[config.mk]
export PLATFORM = sky130hd
export DESIGN_NAME = control_unit
export DESIGN_NICKNAME = d
export VERILOG_FILES = /design/src/rtl/control_unit.sv
export SDC_FILE = /design/constraint.sdc
export NUM_CORES = 1
export LEC_CHECK = 0
export CORE_UTILIZATION = 43
export DETAILED_ROUTE_END_ITERATION = 8
export PLACE_DENSITY = 0.8
export SLEW_MARGIN = 30
export SYNTH_ARGS = -nofsm -noshare
export SYNTH_HDL_FRONTEND = slang
export SYNTH_SLANG_ARGS = --single-unit
[constraint.sdc]
create_clock -name clk -period 2.09 [get_ports clk]
set_input_delay 0.418 -clock clk [delete_from_list [all_inputs] [get_ports clk]]
set_output_delay 0.418 -clock clk [all_outputs]
set_load 0.01 [all_outputs]
[src/rtl/control_unit.sv]
// Instruction-sequencing FSM for the K-and-S core: decodes the IR into datapath strobes,
// resolves conditional branches from the flag register and counts retired instructions.
package k_and_s_pkg;
    typedef enum logic [4:0] {
        I_NOP    = 5'd0,
        I_LOAD   = 5'd1,
        I_STORE  = 5'd2,
        I_MOVE   = 5'd3,
        I_ADD    = 5'd4,
        I_SUB    = 5'd5,
        I_AND    = 5'd6,
        I_OR     = 5'd7,
        I_BRANCH = 5'd8,
        I_BZERO  = 5'd9,
        I_BNZERO = 5'd10,
        I_BNEG   = 5'd11,
        I_BNNEG  = 5'd12,
        I_BOV    = 5'd13,
        I_BNOV   = 5'd14,
        I_HALT   = 5'd15
    } decoded_instruction_type;
endpackage

module control_unit
    import k_and_s_pkg::*;
#(
    parameter int CNT_W = 16
) (
    input  logic                    clk,
    input  logic                    rst_n,
    input  decoded_instruction_type decoded_instruction,
    input  logic                    zero_op,
    input  logic                    neg_op,
    input  logic                    unsigned_overflow,
    input  logic                    signed_overflow,
    output logic                    branch,
    output logic                    pc_enable,
    output logic                    ir_enable,
    output logic                    addr_sel,
    output logic                    c_sel,
    output logic [1:0]              operation,
    output logic                    write_reg_enable,
    output logic                    flags_reg_enable,
    output logic                    ram_write_enable,
    output logic                    halt,
    output logic [CNT_W-1:0]        instr_count
);

    localparam logic [3:0] S_INIT      = 4'd0;
    localparam logic [3:0] S_FETCH     = 4'd1;
    localparam logic [3:0] S_DECODE    = 4'd2;
    localparam logic [3:0] S_EXEC_ALU  = 4'd3;
    localparam logic [3:0] S_EXEC_MOVE = 4'd4;
    localparam logic [3:0] S_LOAD_1    = 4'd5;
    localparam logic [3:0] S_LOAD_2    = 4'd6;
    localparam logic [3:0] S_STORE_1   = 4'd7;
    localparam logic [3:0] S_EXEC_BR   = 4'd8;
    localparam logic [3:0] S_HALTED    = 4'd9;

    localparam logic [2:0] BR_ALWAYS = 3'd0;
    localparam logic [2:0] BR_ZERO   = 3'd1;
    localparam logic [2:0] BR_NZERO  = 3'd2;
    localparam logic [2:0] BR_NEG    = 3'd3;
    localparam logic [2:0] BR_NNEG   = 3'd4;
    localparam logic [2:0] BR_OV     = 3'd5;
    localparam logic [2:0] BR_NOV    = 3'd6;

    logic [3:0]       state_reg, state_next;
    logic [1:0]       op_reg, op_next;
    logic [2:0]       br_kind_reg, br_kind_next;
    logic [CNT_W-1:0] cnt_reg;
    logic             retire;
    logic             taken;

    // Signed overflow is carried by the flag register but no branch tests it.
    logic unused_signed_overflow;
    assign unused_signed_overflow = signed_overflow;

    always_comb begin
        state_next = state_reg;
        unique case (state_reg)
            S_INIT:   state_next = S_FETCH;
            S_FETCH:  state_next = S_DECODE;
            S_DECODE: begin
                case (decoded_instruction)
                    I_ADD, I_SUB, I_AND, I_OR: state_next = S_EXEC_ALU;
                    I_MOVE:                    state_next = S_EXEC_MOVE;
                    I_LOAD:                    state_next = S_LOAD_1;
                    I_STORE:                   state_next = S_STORE_1;
                    I_BRANCH, I_BZERO, I_BNZERO, I_BNEG,
                    I_BNNEG, I_BOV, I_BNOV:    state_next = S_EXEC_BR;
                    I_HALT:                    state_next = S_HALTED;
                    default:                   state_next = S_FETCH;
                endcase
            end
            S_EXEC_ALU, S_EXEC_MOVE, S_LOAD_2,
            S_STORE_1, S_EXEC_BR:              state_next = S_FETCH;
            S_LOAD_1:                          state_next = S_LOAD_2;
            S_HALTED:                          state_next = S_HALTED;
            default:                           state_next = S_INIT;
        endcase
    end

    // ALU op and branch condition are latched at DECODE so the exec-state outputs stay Moore.
    always_comb begin
        op_next      = op_reg;
        br_kind_next = br_kind_reg;
        if (state_reg == S_DECODE) begin
            case (decoded_instruction)
                I_ADD:    op_next = 2'b00;
                I_AND:    op_next = 2'b01;
                I_OR:     op_next = 2'b10;
                I_SUB:    op_next = 2'b11;
                I_MOVE:   op_next = 2'b10;
                default:  op_next = 2'b00;
            endcase
            case (decoded_instruction)
                I_BZERO:  br_kind_next = BR_ZERO;
                I_BNZERO: br_kind_next = BR_NZERO;
                I_BNEG:   br_kind_next = BR_NEG;
                I_BNNEG:  br_kind_next = BR_NNEG;
                I_BOV:    br_kind_next = BR_OV;
                I_BNOV:   br_kind_next = BR_NOV;
                default:  br_kind_next = BR_ALWAYS;
            endcase
        end
    end

    always_comb begin
        taken = 1'b0;
        case (br_kind_reg)
            BR_ALWAYS: taken = 1'b1;
            BR_ZERO:   taken = zero_op;
            BR_NZERO:  taken = ~zero_op;
            BR_NEG:    taken = neg_op;
            BR_NNEG:   taken = ~neg_op;
            BR_OV:     taken = unsigned_overflow;
            BR_NOV:    taken = ~unsigned_overflow;
            default:   taken = 1'b0;
        endcase
    end

    // An instruction retires in its last cycle; NOP/unknown finish in DECODE, HALT never retires.
    always_comb begin
        retire = 1'b0;
        case (state_reg)
            S_DECODE:  retire = (state_next == S_FETCH);
            S_EXEC_ALU, S_EXEC_MOVE, S_LOAD_2,
            S_STORE_1, S_EXEC_BR: retire = 1'b1;
            default:   retire = 1'b0;
        endcase
    end

    always_ff @(posedge clk or negedge rst_n) begin
        if (!rst_n) begin
            state_reg   <= S_INIT;
            op_reg      <= 2'b00;
            br_kind_reg <= BR_ALWAYS;
            cnt_reg     <= '0;
        end else begin
            state_reg   <= state_next;
            op_reg      <= op_next;
            br_kind_reg <= br_kind_next;
            if (retire) begin
                cnt_reg <= cnt_reg + CNT_W'(1);
            end
        end
    end

    always_comb begin
        branch           = 1'b0;
        pc_enable        = 1'b0;
        ir_enable        = 1'b0;
        addr_sel         = 1'b0;
        c_sel            = 1'b0;
        operation        = 2'b00;
        write_reg_enable = 1'b0;
        flags_reg_enable = 1'b0;
        ram_write_enable = 1'b0;
        halt             = 1'b0;
        case (state_reg)
            S_FETCH:  ir_enable = 1'b1;
            S_DECODE: pc_enable = 1'b1;
            S_EXEC_ALU: begin
                c_sel            = 1'b1;
                operation        = op_reg;
                write_reg_enable = 1'b1;
                flags_reg_enable = 1'b1;
            end
            S_EXEC_MOVE: begin
                c_sel            = 1'b1;
                operation        = op_reg;
                write_reg_enable = 1'b1;
            end
            S_LOAD_1: addr_sel = 1'b1;
            S_LOAD_2: begin
                addr_sel         = 1'b1;
                write_reg_enable = 1'b1;
            end
            S_STORE_1: begin
                addr_sel         = 1'b1;
                ram_write_enable = 1'b1;
            end
            S_EXEC_BR: begin
                branch    = taken;
                pc_enable = taken;
            end
            S_HALTED: halt = 1'b1;
            default: ;
        endcase
    end

    assign instr_count = cnt_reg;

endmodule

Word-level counts from Yosys, hierarchy flattened
Memory sizes are Yosys's and may differ from the RTL's.
Cells that the tools add are included.

operators by class
  add/sub/neg operators = 1
  equal/unequal tests = 26
  muxes and demuxes = 16
  bitwise operators = 3
  reductions and logical operators = 8

operators with widths
  cell                                           count
  == test 5 x 4 -> 1 bit, second input constant  6
  one-hot mux 4 bit (5 select lines)             1
  one-hot mux 3 bit (6 select lines)             1
  adder 16 x 1 -> 16 bit, second input constant  1
  == test 4 x 3 -> 1 bit, second input constant  4
  == test 5 x 3 -> 1 bit, second input constant  3
  == test 3 bit, second input constant           3
  == test 4 x 1 -> 1 bit, second input constant  2
  == test 4 x 2 -> 1 bit, second input constant  2
  == test 4 bit, second input constant           2
  two-way mux 1 bit                              8
  one-hot mux 1 bit (7 select lines)             1
  == test 3 x 2 -> 1 bit, second input constant  2
  one-hot mux 2 bit (3 select lines)             1
  OR reduction 3 bit                             2
  OR reduction 6 bit                             1
  == test 5 x 2 -> 1 bit, second input constant  1
  OR reduction 5 bit                             1
  logical NOT 4 bit                              1
  two-way mux 4 bit                              1
  one-hot mux 1 bit (2 select lines)             2
  OR reduction 2 bit                             2
  == test 3 x 1 -> 1 bit, second input constant  1
  logical NOT 3 bit                              1
  other kinds (2)                                4

storage, ports and cells
  register bits after elaboration = 25
  bits in read-only memories = 64
  bits of input ports = 11
  logic and storage cells = 59
  memories kept = 1

memory list
  memory            words  width  rd ports  clocked after Yosys merged registers in  wr ports  line  text
  (name not given)  16     4      1         0                                        0         85    case (decoded_instruction)

Longest topological paths before layout
  depth in word-level cells = 5
  depth in mapped cells = 7
  depth with buffers taken out = 5

Least setup slack after synthesis
No wires, ideal clock.

  path kind = reg-to-reg
  start point = register state_reg[0]
  end point = register cnt_reg[14], in the netlist instr_count[14]
  arrival = 1.885 ns
  required time = 1.965 ns
  path slack = 0.080 ns
  cell stages (with the launch flop) = 8
  path buffers = 3
  period minus slack after synthesis = 2.010 ns
  cell sequence = dfrtp_1 -> buf_6 -> or4b_4 -> buf_6 -> a311oi_4 -> buf_6 -> o2111ai_1 -> xnor2_1

between the ends
  cells in the longest elaborated chain, start to end = 5
  elaborated cells between the ends (all ways) = 15

RTL lines
  element                                               line     text
  from (decl)                                           68       logic [3:0] state_reg, state_next;
  from (signal assigned)                                161      state_reg <= state_next;
  == test 4 x 3 -> 1 bit, or another cell as far along  81, 146
  OR reduction 6 bit (no source line)                   n/a
  one-hot mux 4 bit (5 select lines)                    81       unique case (state_reg)
  == test 4 x 1 -> 1 bit                                147      S_DECODE: retire = (state_next == S_FETCH);
  one-hot mux 1 bit (2 select lines) *                  146      case (state_reg)
  to (signal assigned)                                  165      cnt_reg <= cnt_reg + CNT_W'(1);
  to (decl)                                             71       logic [CNT_W-1:0] cnt_reg;

Every way passes the cells marked *; elsewhere a longest branch is shown, timed or not.
A chain may end at the register's enable or synchronous reset.

Final worst setup path
  start point = register state_reg[0]
  end point = register cnt_reg[5], in the netlist instr_count[5]

Same word-level chain as after synthesis.

==> impl_results.md <==
* Status: finished with violations
* Failing checks: negative setup slack
* Combinational Power Share at 0.589
* Critical Path End Type: flip-flop
* Number of nets with antenna violations after routing at 0
* Hold_buf cts at 0
* Core Footprint at a little over 3000 µm²
* Hold WS at around 0.47 ns
* I/O pins at 38
* Clock buffer depth at 2
* Routed wire per std cell at between 15 and 20 µm
* Starting density of the core at 0.459
* Seq pwr share at 0.321
* Syn Area/Cell at 10.0 µm²
* DIE HEIGHT at between 50 and 60 µm
* Layout cell share with drive strength beyond 1 at 0.296
* DP HPWL at between 2 and 2.5 mm
* Fill cells at 250
* WP data required at 2.28 ns
* Critical path fanouts, max at 7
* Mapped Area at approximately 1400 µm²
* Clock power frac at 0.090
* Worst Path Buf+Inv at 4
* Final setup vio count at 14
* Row Count at 20
* CP startpoint kind: flip-flop
* Syn Nets at between 150 and 200
* Drt pass-1 iters at 4
* Slowest cell on the critical path: or4b_4
* CTS tree: yes
* Worst slack, placed at -0.344 ns
* Syn Inst Count at about 140
* Congestion Overflow GR at 0
* Final RePlAce weighted congestion at roughly 0.79
* Pint at 0.00146 W
* Net Sw Power at around 0.00088 W
* Pwr/cell area at 1060 nW/µm²
* Clock Sinks at 25
* Initial antenna violation count at 0
* Final layout net count at 216
* Via count at 1369
* Leakage at approximately 0.94 nW
* Pin count of the biggest net entering global routing at 26
* Final instance area at between 2000 and 2500 µm²
* Total Wirelength at 3.91 mm
* Least-Margin Pin Slew at around 0.94 ns
* Max reg flops at 16
* IO Port Bufs at 36
* Seq/Total Area, Yosys at 0.439
* Part of the cycle the worst path needs at 1.05
* Post-synth cell types at 39
* Arrival time at the worst endpoint at about 2.4 ns
* Die Width at between 50 and 60 µm
* Critical path class: reg -> reg
* Critical path, cell by cell: buf_6 > buf_6 > or4b_4 > a311oi_4 > buf_6 > clkbuf_16 > o2111ai_2 > xnor2_1
* R2r endpoint: instr_count[5]
* Tot GR Track Use at 0.219
* Worst-path clk slew at between 0.1 and 0.15 ns
* Final worst slack at -0.106 ns
* Max stage delay on crit path at between 0.5 and 0.6 ns
* Post-route DRC violation count at 0
* FF-to-FF setup slack at -0.11 ns
* Slew HR at 0.371
* Layout overhead on the synthesized area at 54.1%
* H-tree levels at 1
* Fmax at around 0.46 GHz
* Family with the most delay on the worst path: buffers and inverters
* Die footprint at between 3000 and 4000 µm²
* CTS root buffer: clkbuf_4
* CP dominant cell by count: buf_6
* Reg2reg path depth at 8
* DR iter-0 viols at ~100
* Warnings, synthesis at 0
* Worst skew pair latency at between 0.3 and 0.4 ns
* Tot Pwr at between 0.002 and 0.0025 W
* RR Startpoint: state_reg[0]
* CP Launch Point: state_reg[0]
* Final Hold Vio Count at 0
* Worst vdd ir at roughly 0.70 mV
* #FFs+latches synth at 25
* TritonCTS buffer count at 3
* Vias per std cell at about 5.5
* Placed cell area at around 1900 µm²
* Min-Delay Path Class: in -> async
* ANT cells at 0
* Global-route wire length before repair at 5.91 mm
* Sw frac at 0.375
* # Max-Cap Violations at 0
* Vias in the first global route at 1325
* RSZ-0062 raised after global routing: true
* Pins Over Slew Limit at 0
* Max Clock Skew at about 0.011 ns
* Min Clock Period, post-route at 2.20 ns
## worst register-to-register path, stage by stage (launching register included)
cell       delay, ns
dfrtp_1         0.43
buf_6           0.13
buf_6           0.10
or4b_4          0.51
a311oi_4        0.30
buf_6           0.17
clkbuf_16       0.15
o2111ai_2       0.14
xnor2_1         0.16
## stage by stage
step / setup TNS (ns) / util / instances
2_1_floorplan: 0 / - / 142
3_3_place_gp: -2.69 / 0.617 / 228
3_5_place_dp: -3.42 / 0.617 / 228
4_1_cts: -0.500 / 0.662 / 243
5_1_grt: -1.71 / 0.708 / 247
6_report: -0.990 / 0.708 / 247
## cells in the final DEF (no fill, tap or decap), drive strengths merged, types with 4 or more instances in the layout
cell	instances
buf	30
dfrtp	25
clkdlybuf4s50	25
xnor2	15
nand2	10
nor2	10
clkbuf	10
o21ai	9
o2111ai	9
dlygate4sd2	5
a21oi	5
and2	4
nor3	4
nand2b	4
## routing by layer
metal	vias up	routed length, µm	global-route usage
met1	673	1650	0.273
met2	55	2080	0.401
met3	2	147	0.0197
met4	0	29	0.0631
li1	639	-	-
met5	-	0	0
## kinds of logic (layout without fill, tap and decap cells)
kind of cell | Yosys count | count (layout) | synth area share
xor+xnor | 16 | 16 | 0.0983
buf+inv | 12 | 73 | 0.0527
compound gates | 36 | 36 | 0.192
flops | 25 | 25 | 0.439
simple gates | 51 | 51 | 0.201
fa+ha+maj | 1 | 1 | 0.00878
mux | 1 | 1 | 0.00790
## power groups by stage
| stage | combinational [W] | sequential (W) | clock, W |
|---|---|---|---|
| 2_1_floorplan | 0.000506 | 0.000746 | 0 |
| 5_1_grt | 0.00146 | 0.000766 | 0.000231 |
| 6_report | 0.00138 | 0.000750 | 0.000209 |
| 3_3_place_gp | 0.000946 | 0.000745 | 0 |
| 4_1_cts | 0.00116 | 0.000740 | 0.000208 |
| 3_5_place_dp | 0.000986 | 0.000759 | 0 |
## area by class of cell
type / instances / area (µm²) / area share
Tap cell: 44 / 55.1 / 0.0251
Sequential cell: 25 / 626 / 0.285
Inverter: 3 / 11.3 / 0.00513
Timing Repair Buffer: 66 / 633 / 0.288
Multi-Input combinational cell: 105 / 845 / 0.385
Clock buffer: 4 / 26.3 / 0.0120
## worst max path at each step
stage,endpoint,cells after the start
CTS,pc_enable,5
global route,instr_count[6],8
floorplan,instr_count[14],7
detailed placement,pc_enable,6
global placement,pc_enable,6
finish,instr_count[5],8
## synthesized netlist by cell type
cell type  count  area [µm²]
or2b_1         1        7.51
xnor2_1       15         131
mux2_1         1        11.3
nor2_1        10        37.5
clkbuf_1       4        15.0
or2_2          2        12.5
or4b_4         1        13.8
o211ai_1       3        22.5
o22ai_1        1        6.26
inv_1          3        11.3
and4_1         2        17.5
a32o_1         3        30.0
nor3_1         4        20.0
o2111ai_1      9        78.8
nand2b_1       4        25.0
a31oi_1        1        6.26
a21oi_1        5        25.0
buf_1          1        3.75
o21ai_1        1        5.00
or4b_2         1        10.0
a221oi_1       1        8.76
and3_1         3        18.8
nand3_1        1        5.00
and3b_1        1        8.76
ha_1           1        12.5
and2_1         4        25.0
nor3b_1        2        15.0
nand2_1       10        37.5
o32ai_1        1        8.76
xor2_1         1        8.76
a21o_1         1        7.51
nor2b_1        3        18.8
o21ai_0        8        40.0
buf_6          4        45.0
o221ai_1       1        8.76
or3_1          1        6.26
dfrtp_1       25         626
and2b_1        1        7.51
a311oi_4       1        26.3
## repair_timing
action	in CTS	in global routing
buffers inserted	10	3
setup endpoints to repair	12	22
pin swaps	1	17
resized for setup	21	32
cloned	1	1
hold endpoints to repair	0	0
No activity file was read; power rests on OpenSTA's default activity.
